## config.mk

```make
export PLATFORM = sky130hd
export DESIGN_NAME = mult_arbiter_flat
export DESIGN_NICKNAME = d
export VERILOG_FILES = /design/src/rtl/mult_arb_pkg.sv /design/src/rtl/mult_arbiter_if.sv /design/src/rtl/MultiplierOperator.sv /design/src/rtl/mult_rr_pick.sv /design/src/rtl/mult_arbiter.sv /design/src/flat_wrapper.sv
export SDC_FILE = /design/constraint.sdc
export NUM_CORES = 2
export LEC_CHECK = 0
export BUFFER_PORTS_ARGS = -buffer_cell sky130_fd_sc_hd__buf_4
export CORE_MARGIN = 10
export CORE_UTILIZATION = 65
export CTS_CLUSTER_SIZE = 28
export DETAILED_ROUTE_END_ITERATION = 16
export PLACE_DENSITY = 0.89
export SYNTH_ARGS = -nofsm -noshare
export SYNTH_HDL_FRONTEND = slang
export SYNTH_SLANG_ARGS = --single-unit
```

## constraint.sdc

```tcl
create_clock -name clk -period 21 [get_ports clk]
set_clock_uncertainty 0.1 [all_clocks]
set_input_delay 2.1 -clock clk [delete_from_list [all_inputs] [get_ports clk]]
set_output_delay 2.1 -clock clk [all_outputs]
set_load 0.01 [all_outputs]
```

## src/rtl/mult_arb_pkg.sv

```systemverilog
// mult_arb_pkg: shared state encoding, index-width helper and default operand width for the multiplier arbiter
package mult_arb_pkg;
  localparam int DEF_WIDTH = 32;
  typedef enum logic [1:0] {ST_IDLE, ST_CALC, ST_RESP} state_e;
  function automatic int idw(int n);
    return (n > 1) ? $clog2(n) : 1;
  endfunction
endpackage

```

## src/rtl/mult_arbiter_if.sv

```systemverilog
// mult_arbiter_if: request/response bus between client blocks and the shared multiplier arbiter
interface mult_arbiter_if import mult_arb_pkg::*; #(
  parameter int NREQ = 4,
  parameter int WIDTH = DEF_WIDTH
);
  logic [NREQ-1:0] req_valid;
  logic [NREQ-1:0] req_ready;
  logic [NREQ*WIDTH-1:0] req_a;
  logic [NREQ*WIDTH-1:0] req_b;
  logic [NREQ-1:0] resp_valid;
  logic [NREQ-1:0] resp_ready;
  logic [2*WIDTH-1:0] resp_p;
  modport master (output req_valid, req_a, req_b, resp_ready, input req_ready, resp_valid, resp_p);
  modport slave (input req_valid, req_a, req_b, resp_ready, output req_ready, resp_valid, resp_p);
endinterface

```

## src/rtl/MultiplierOperator.sv

```systemverilog
// MultiplierOperator: combinational full-width signed multiplier
module MultiplierOperator #(
  parameter int WIDTH = 32
) (
  input  logic signed [WIDTH-1:0]   A,
  input  logic signed [WIDTH-1:0]   B,
  output logic signed [2*WIDTH-1:0] P
);
  assign P = A * B;
endmodule

```

## src/rtl/mult_rr_pick.sv

```systemverilog
// mult_rr_pick: combinational round-robin picker, first set request at or above ptr modulo NREQ
module mult_rr_pick import mult_arb_pkg::*; #(
  parameter int NREQ = 4,
  localparam int IDW = idw(NREQ)
) (
  input  logic [NREQ-1:0] req_i,
  input  logic [IDW-1:0]  ptr_i,
  output logic [NREQ-1:0] grant_o,
  output logic [IDW-1:0]  gnt_id_o,
  output logic            any_o
);
  logic [NREQ-1:0] rot;
  logic [IDW:0] off;
  logic [IDW:0] sum;
  always_comb begin
    rot = NREQ'({req_i, req_i} >> ptr_i);
    off = '0;
    for (int k = NREQ - 1; k >= 0; k--) if (rot[k]) off = (IDW+1)'(k);
    sum = off + {1'b0, ptr_i};
    gnt_id_o = (sum >= (IDW+1)'(NREQ)) ? IDW'(sum - (IDW+1)'(NREQ)) : IDW'(sum);
  end
  assign any_o = |req_i;
  assign grant_o = any_o ? NREQ'(1) << gnt_id_o : '0;
endmodule

```

## src/rtl/mult_arbiter.sv

```systemverilog
// mult_arbiter: shares one signed multiplier among NREQ requesters with round-robin grants
module mult_arbiter import mult_arb_pkg::*; #(
  parameter int NREQ = 4,
  parameter int WIDTH = DEF_WIDTH
) (
  input  logic          clk,
  input  logic          rst_n,
  mult_arbiter_if.slave bus,
  output logic          busy_o,
  output logic [31:0]   ops_done_o
);
  localparam int IDW = idw(NREQ);
  state_e state_q;
  logic [IDW-1:0] ptr_q;
  logic [IDW-1:0] id_q;
  logic [IDW-1:0] gnt_id;
  logic [NREQ-1:0] grant;
  logic [NREQ-1:0] resp_valid_q;
  logic any;
  logic signed [WIDTH-1:0] a_q;
  logic signed [WIDTH-1:0] b_q;
  logic signed [WIDTH-1:0] a_arr [NREQ];
  logic signed [WIDTH-1:0] b_arr [NREQ];
  logic signed [2*WIDTH-1:0] p;
  logic signed [2*WIDTH-1:0] p_q;
  logic [31:0] ops_done_q;
  for (genvar i = 0; i < NREQ; i++) begin : g_unpack
    assign a_arr[i] = bus.req_a[i*WIDTH +: WIDTH];
    assign b_arr[i] = bus.req_b[i*WIDTH +: WIDTH];
  end
  mult_rr_pick #(.NREQ(NREQ)) u_pick (
    .req_i(bus.req_valid),
    .ptr_i(ptr_q),
    .grant_o(grant),
    .gnt_id_o(gnt_id),
    .any_o(any)
  );
  MultiplierOperator #(.WIDTH(WIDTH)) u_mul (.A(a_q), .B(b_q), .P(p));
  assign bus.req_ready = (state_q == ST_IDLE) ? grant : '0;
  assign bus.resp_valid = resp_valid_q;
  assign bus.resp_p = p_q;
  assign busy_o = state_q != ST_IDLE;
  assign ops_done_o = ops_done_q;
  always_ff @(posedge clk or negedge rst_n) begin
    if (!rst_n) begin
      state_q <= ST_IDLE;
      ptr_q <= '0;
      id_q <= '0;
      a_q <= '0;
      b_q <= '0;
      p_q <= '0;
      resp_valid_q <= '0;
      ops_done_q <= '0;
    end else begin
      case (state_q)
        ST_IDLE: if (any) begin
          a_q <= a_arr[gnt_id];
          b_q <= b_arr[gnt_id];
          id_q <= gnt_id;
          ptr_q <= (gnt_id == IDW'(NREQ - 1)) ? '0 : gnt_id + 1'b1;
          state_q <= ST_CALC;
        end
        ST_CALC: begin
          p_q <= p;
          resp_valid_q <= NREQ'(1) << id_q;
          state_q <= ST_RESP;
        end
        ST_RESP: if (bus.resp_ready[id_q]) begin
          resp_valid_q <= '0;
          ops_done_q <= ops_done_q + 32'd1;
          state_q <= ST_IDLE;
        end
        default: state_q <= ST_IDLE;
      endcase
    end
  end
endmodule

```

## src/flat_wrapper.sv

```systemverilog
// flat-port wrapper written by rule: the top's interface ports become plain ports
module mult_arbiter_flat import mult_arb_pkg::*;
#(
  parameter int NREQ = 4,
  parameter int WIDTH = DEF_WIDTH
)
  (clk, rst_n, busy_o, ops_done_o, bus_req_valid, bus_req_a, bus_req_b, bus_resp_ready, bus_req_ready, bus_resp_valid, bus_resp_p);
  mult_arbiter_if #(.NREQ(NREQ), .WIDTH(WIDTH)) bus_i ();
  input  logic clk;
  input  logic rst_n;
  output logic busy_o;
  output logic [31:0] ops_done_o;
  input wire logic [$bits(bus_i.req_valid)-1:0] bus_req_valid;
  input wire logic [$bits(bus_i.req_a)-1:0] bus_req_a;
  input wire logic [$bits(bus_i.req_b)-1:0] bus_req_b;
  input wire logic [$bits(bus_i.resp_ready)-1:0] bus_resp_ready;
  output wire logic [$bits(bus_i.req_ready)-1:0] bus_req_ready;
  output wire logic [$bits(bus_i.resp_valid)-1:0] bus_resp_valid;
  output wire logic [$bits(bus_i.resp_p)-1:0] bus_resp_p;
  assign bus_i.req_valid = bus_req_valid;
  assign bus_i.req_a = bus_req_a;
  assign bus_i.req_b = bus_req_b;
  assign bus_i.resp_ready = bus_resp_ready;
  assign bus_req_ready = bus_i.req_ready;
  assign bus_resp_valid = bus_i.resp_valid;
  assign bus_resp_p = bus_i.resp_p;
  mult_arbiter #(.NREQ(NREQ), .WIDTH(WIDTH)) u_core (.clk(clk), .rst_n(rst_n), .bus(bus_i), .busy_o(busy_o), .ops_done_o(ops_done_o));
endmodule
```

==> run summary <==
DRC Markers = 0
Initial core utilization = 65.8%
Avg Cell Area, Syn = 9.87 um^2
Iteration count of the initial detailed-routing pass = 5
Register area share after synthesis = 9.62%
Die Height = 281 um
First-pass GRT wire length = 202000 um
Slew HR = 10.4%
Highest Clock Rate = 0.108 GHz
Layout Cells excl Fill = 5571
HPWL Detailed = 99800 um
Worst path required time = 21.32 ns
GR Util met1 = 38.5%
Global Route Usage Sum = 33.1%
Number of synthesized flops with an enable pin = 0
Die Width = 281 um
Number of global-route vias before repair = 38300
Num CTS Buffers = 17
Gr ovfl total = 0
H-Tree Depth = 4
Skew-Pair Late Insertion Delay = 0.52 ns
Largest fanout on the critical path = 33
TNS Setup = 0 ns
Worst EP arrival = 9.62 ns
Met3 Use GR = 7.63%
Final nets = 6222
CTS sink cnt = 170
GR Util met2 = 55.5%
Core Box Area = 67300 um^2
Synth-to-layout area growth = 9.22%
I/O pin total = 371
Critical path class = flop to flop
Commonest non-fill, non-tap cell in the layout = fa_1
Most frequent cells in the layout = fa_1, inv_1, nand2_1
Yosys warning count = 0
Die footprint = 78900 um^2
Setup violations, final = 0
Run status = finished clean
Share of layout cells above drive strength 1 = 13.0%
Initial DRC Count = 2715
Final Max Slew Viols = 0
Largest net degree at the start of global routing = 84
Reg clk slew, reported paths = 0.09 ns
Setup Buffers After CTS = 0
Worst setup SP type = flop
Antenna violations before repair = 4
Async SR Flop Fraction = 100%
Vias per inst = 5.98
CTS tree = yes
Post-route ant nets = 0
Routability Congestion = 0.984
IO buf count = 370
# fillers = 4515
Synth Cell Area = 44200 um^2
Max cap viols = 0
Vias = 33300
Final period util = 44.3%
Post_cts resized = 0
Syn nets = 6022
Dpl cells = 5538
Hold Vio Cnt, Final = 0
Max clock buf depth = 2
Synthesized instance count = 4484
Wire per inst = 22.4 um
Hold_buf cts = 0
Worst slew pin tran = 1.34 ns
Num rows = 95
Worst Setup End Kind = flop
Fin crit period = 9.30 ns
RSZ-0062 raised after global routing = false
Clock root buffer = clkbuf_16
Top FF cell, synth = dfrtp_1
Hold WC Path Type = flop to flop
Yosys cell types = 65
Global-route layer with the greatest usage = met2
Yosys reg bits = 170
Total wire length = 125000 um
==> critical path, stage by stage, from the launching register on <==
cell and delay [ns]:
dfrtp_1 1.16, nand2_1 0.32, inv_1 0.17, fa_1 0.40, inv_1 0.24, fa_1 0.46
inv_1 0.23, fa_1 0.51, fa_1 0.84, inv_1 0.41, fa_1 0.59, inv_1 0.06
fa_1 0.54, inv_1 0.05, fa_1 0.47, inv_1 0.05, fa_1 0.46, ha_1 0.42
a21o_1 0.23, a21o_1 0.17, a21oi_1 0.28, o21a_1 0.15, o21ai_0 0.10, nor3b_1 0.22
o211ai_1 0.17, and2_1 0.22, o211ai_1 0.18
==> final timing paths <==
path | from | endpoint | slack [ns] | cells past startpoint
max | u_core.b_q[5] | u_core.bus.resp_p[62] | 11.70 | 26
min | u_core.bus.resp_p[0] | u_core.bus.resp_p[0] | 0.37 | 2
min in group asynchronous | rst_n | u_core.a_q[18] | 1.42 | 1
min reg2reg | u_core.bus.resp_p[0] | u_core.bus.resp_p[0] | 0.37 | 2
max reg2reg | u_core.b_q[5] | u_core.bus.resp_p[62] | 11.70 | 26
max in group asynchronous | rst_n | u_core.bus.resp_p[58] | 17.92 | 2
==> state kept, by name, summed over array words and instances (netlist names) <==
name / cells
u_core.state_q: 2
u_core.id_q: 2
u_core.b_q: 32
u_core.ops_done_o: 32
u_core.a_q: 32
u_core.bus.resp_valid: 4
u_core.ptr_q: 2
u_core.bus.resp_p: 64
==> synth_stat cells (12+ instances only) <==
master	n	area share [%]
fa_1	1082	49
inv_1	949	8.1
nand2_1	617	5.2
and2_1	521	7.4
clkbuf_1	240	2.0
ha_1	190	5.4
dfrtp_1	170	9.6
o21ai_0	82	0.93
a21oi_1	69	0.78
mux2_2	67	1.7
nor2_1	65	0.55
mux4_2	64	3.3
xnor2_1	61	1.2
xor2_1	32	0.63
nand3_1	31	0.35
nand4_1	25	0.35
a21o_1	23	0.39
and3_1	14	0.20
o21bai_1	13	0.22
nand2b_1	12	0.17
==> logic make-up (layout without fill, tap and decap cells) <==
kind of cell	after synthesis	in the layout	share of synthesized area (%)
flops	170	170	9.62
xor+xnor	93	93	1.84
compound gates	273	273	3.84
other cells	0	1	0
mux	132	132	5.02
simple gates	1342	1342	15.1
fa+ha+maj	1272	1272	54.3
buf+inv	1202	1415	10.2
==> layout make-up <==
cell class                 count  area, um^2  share of cell area, %
timing repair buffer         433        3260                   6.74
antenna                        1        2.50                0.00518
clock buffer                  17         425                  0.880
tap                          873        1090                   2.26
inverter                     950        3570                   7.38
sequential                   170        4250                   8.80
clock inverter                15         214                  0.443
multi-input combinational   3112       35500                   73.5
==> per-stage QoR <==
step	hold slack (ns)	util (%)	instance area, um^2	setup slack (ns)
finish	0.374	71.8	48300	11.70
global placement	0.354	70.9	47700	12.17
CTS	0.378	71.8	48300	11.82
floorplan	0.404	-	44200	13.23
global route	0.401	71.8	48300	11.22
detailed placement	0.358	70.9	47700	11.86
==> routing by layer <==
layer  part of all wire (%)  wire (um)  vias up
met2                     50      62400     2020
met3                    9.4      11700      596
met5                  0.022         27        -
li1                       -          -    13700
met1                     34      42000    17000
met4                    6.7       8390        4
Power is left out: the tool's default activity adds up to more than one toggle a clock period on the data nets, which glitch-free logic cannot reach.
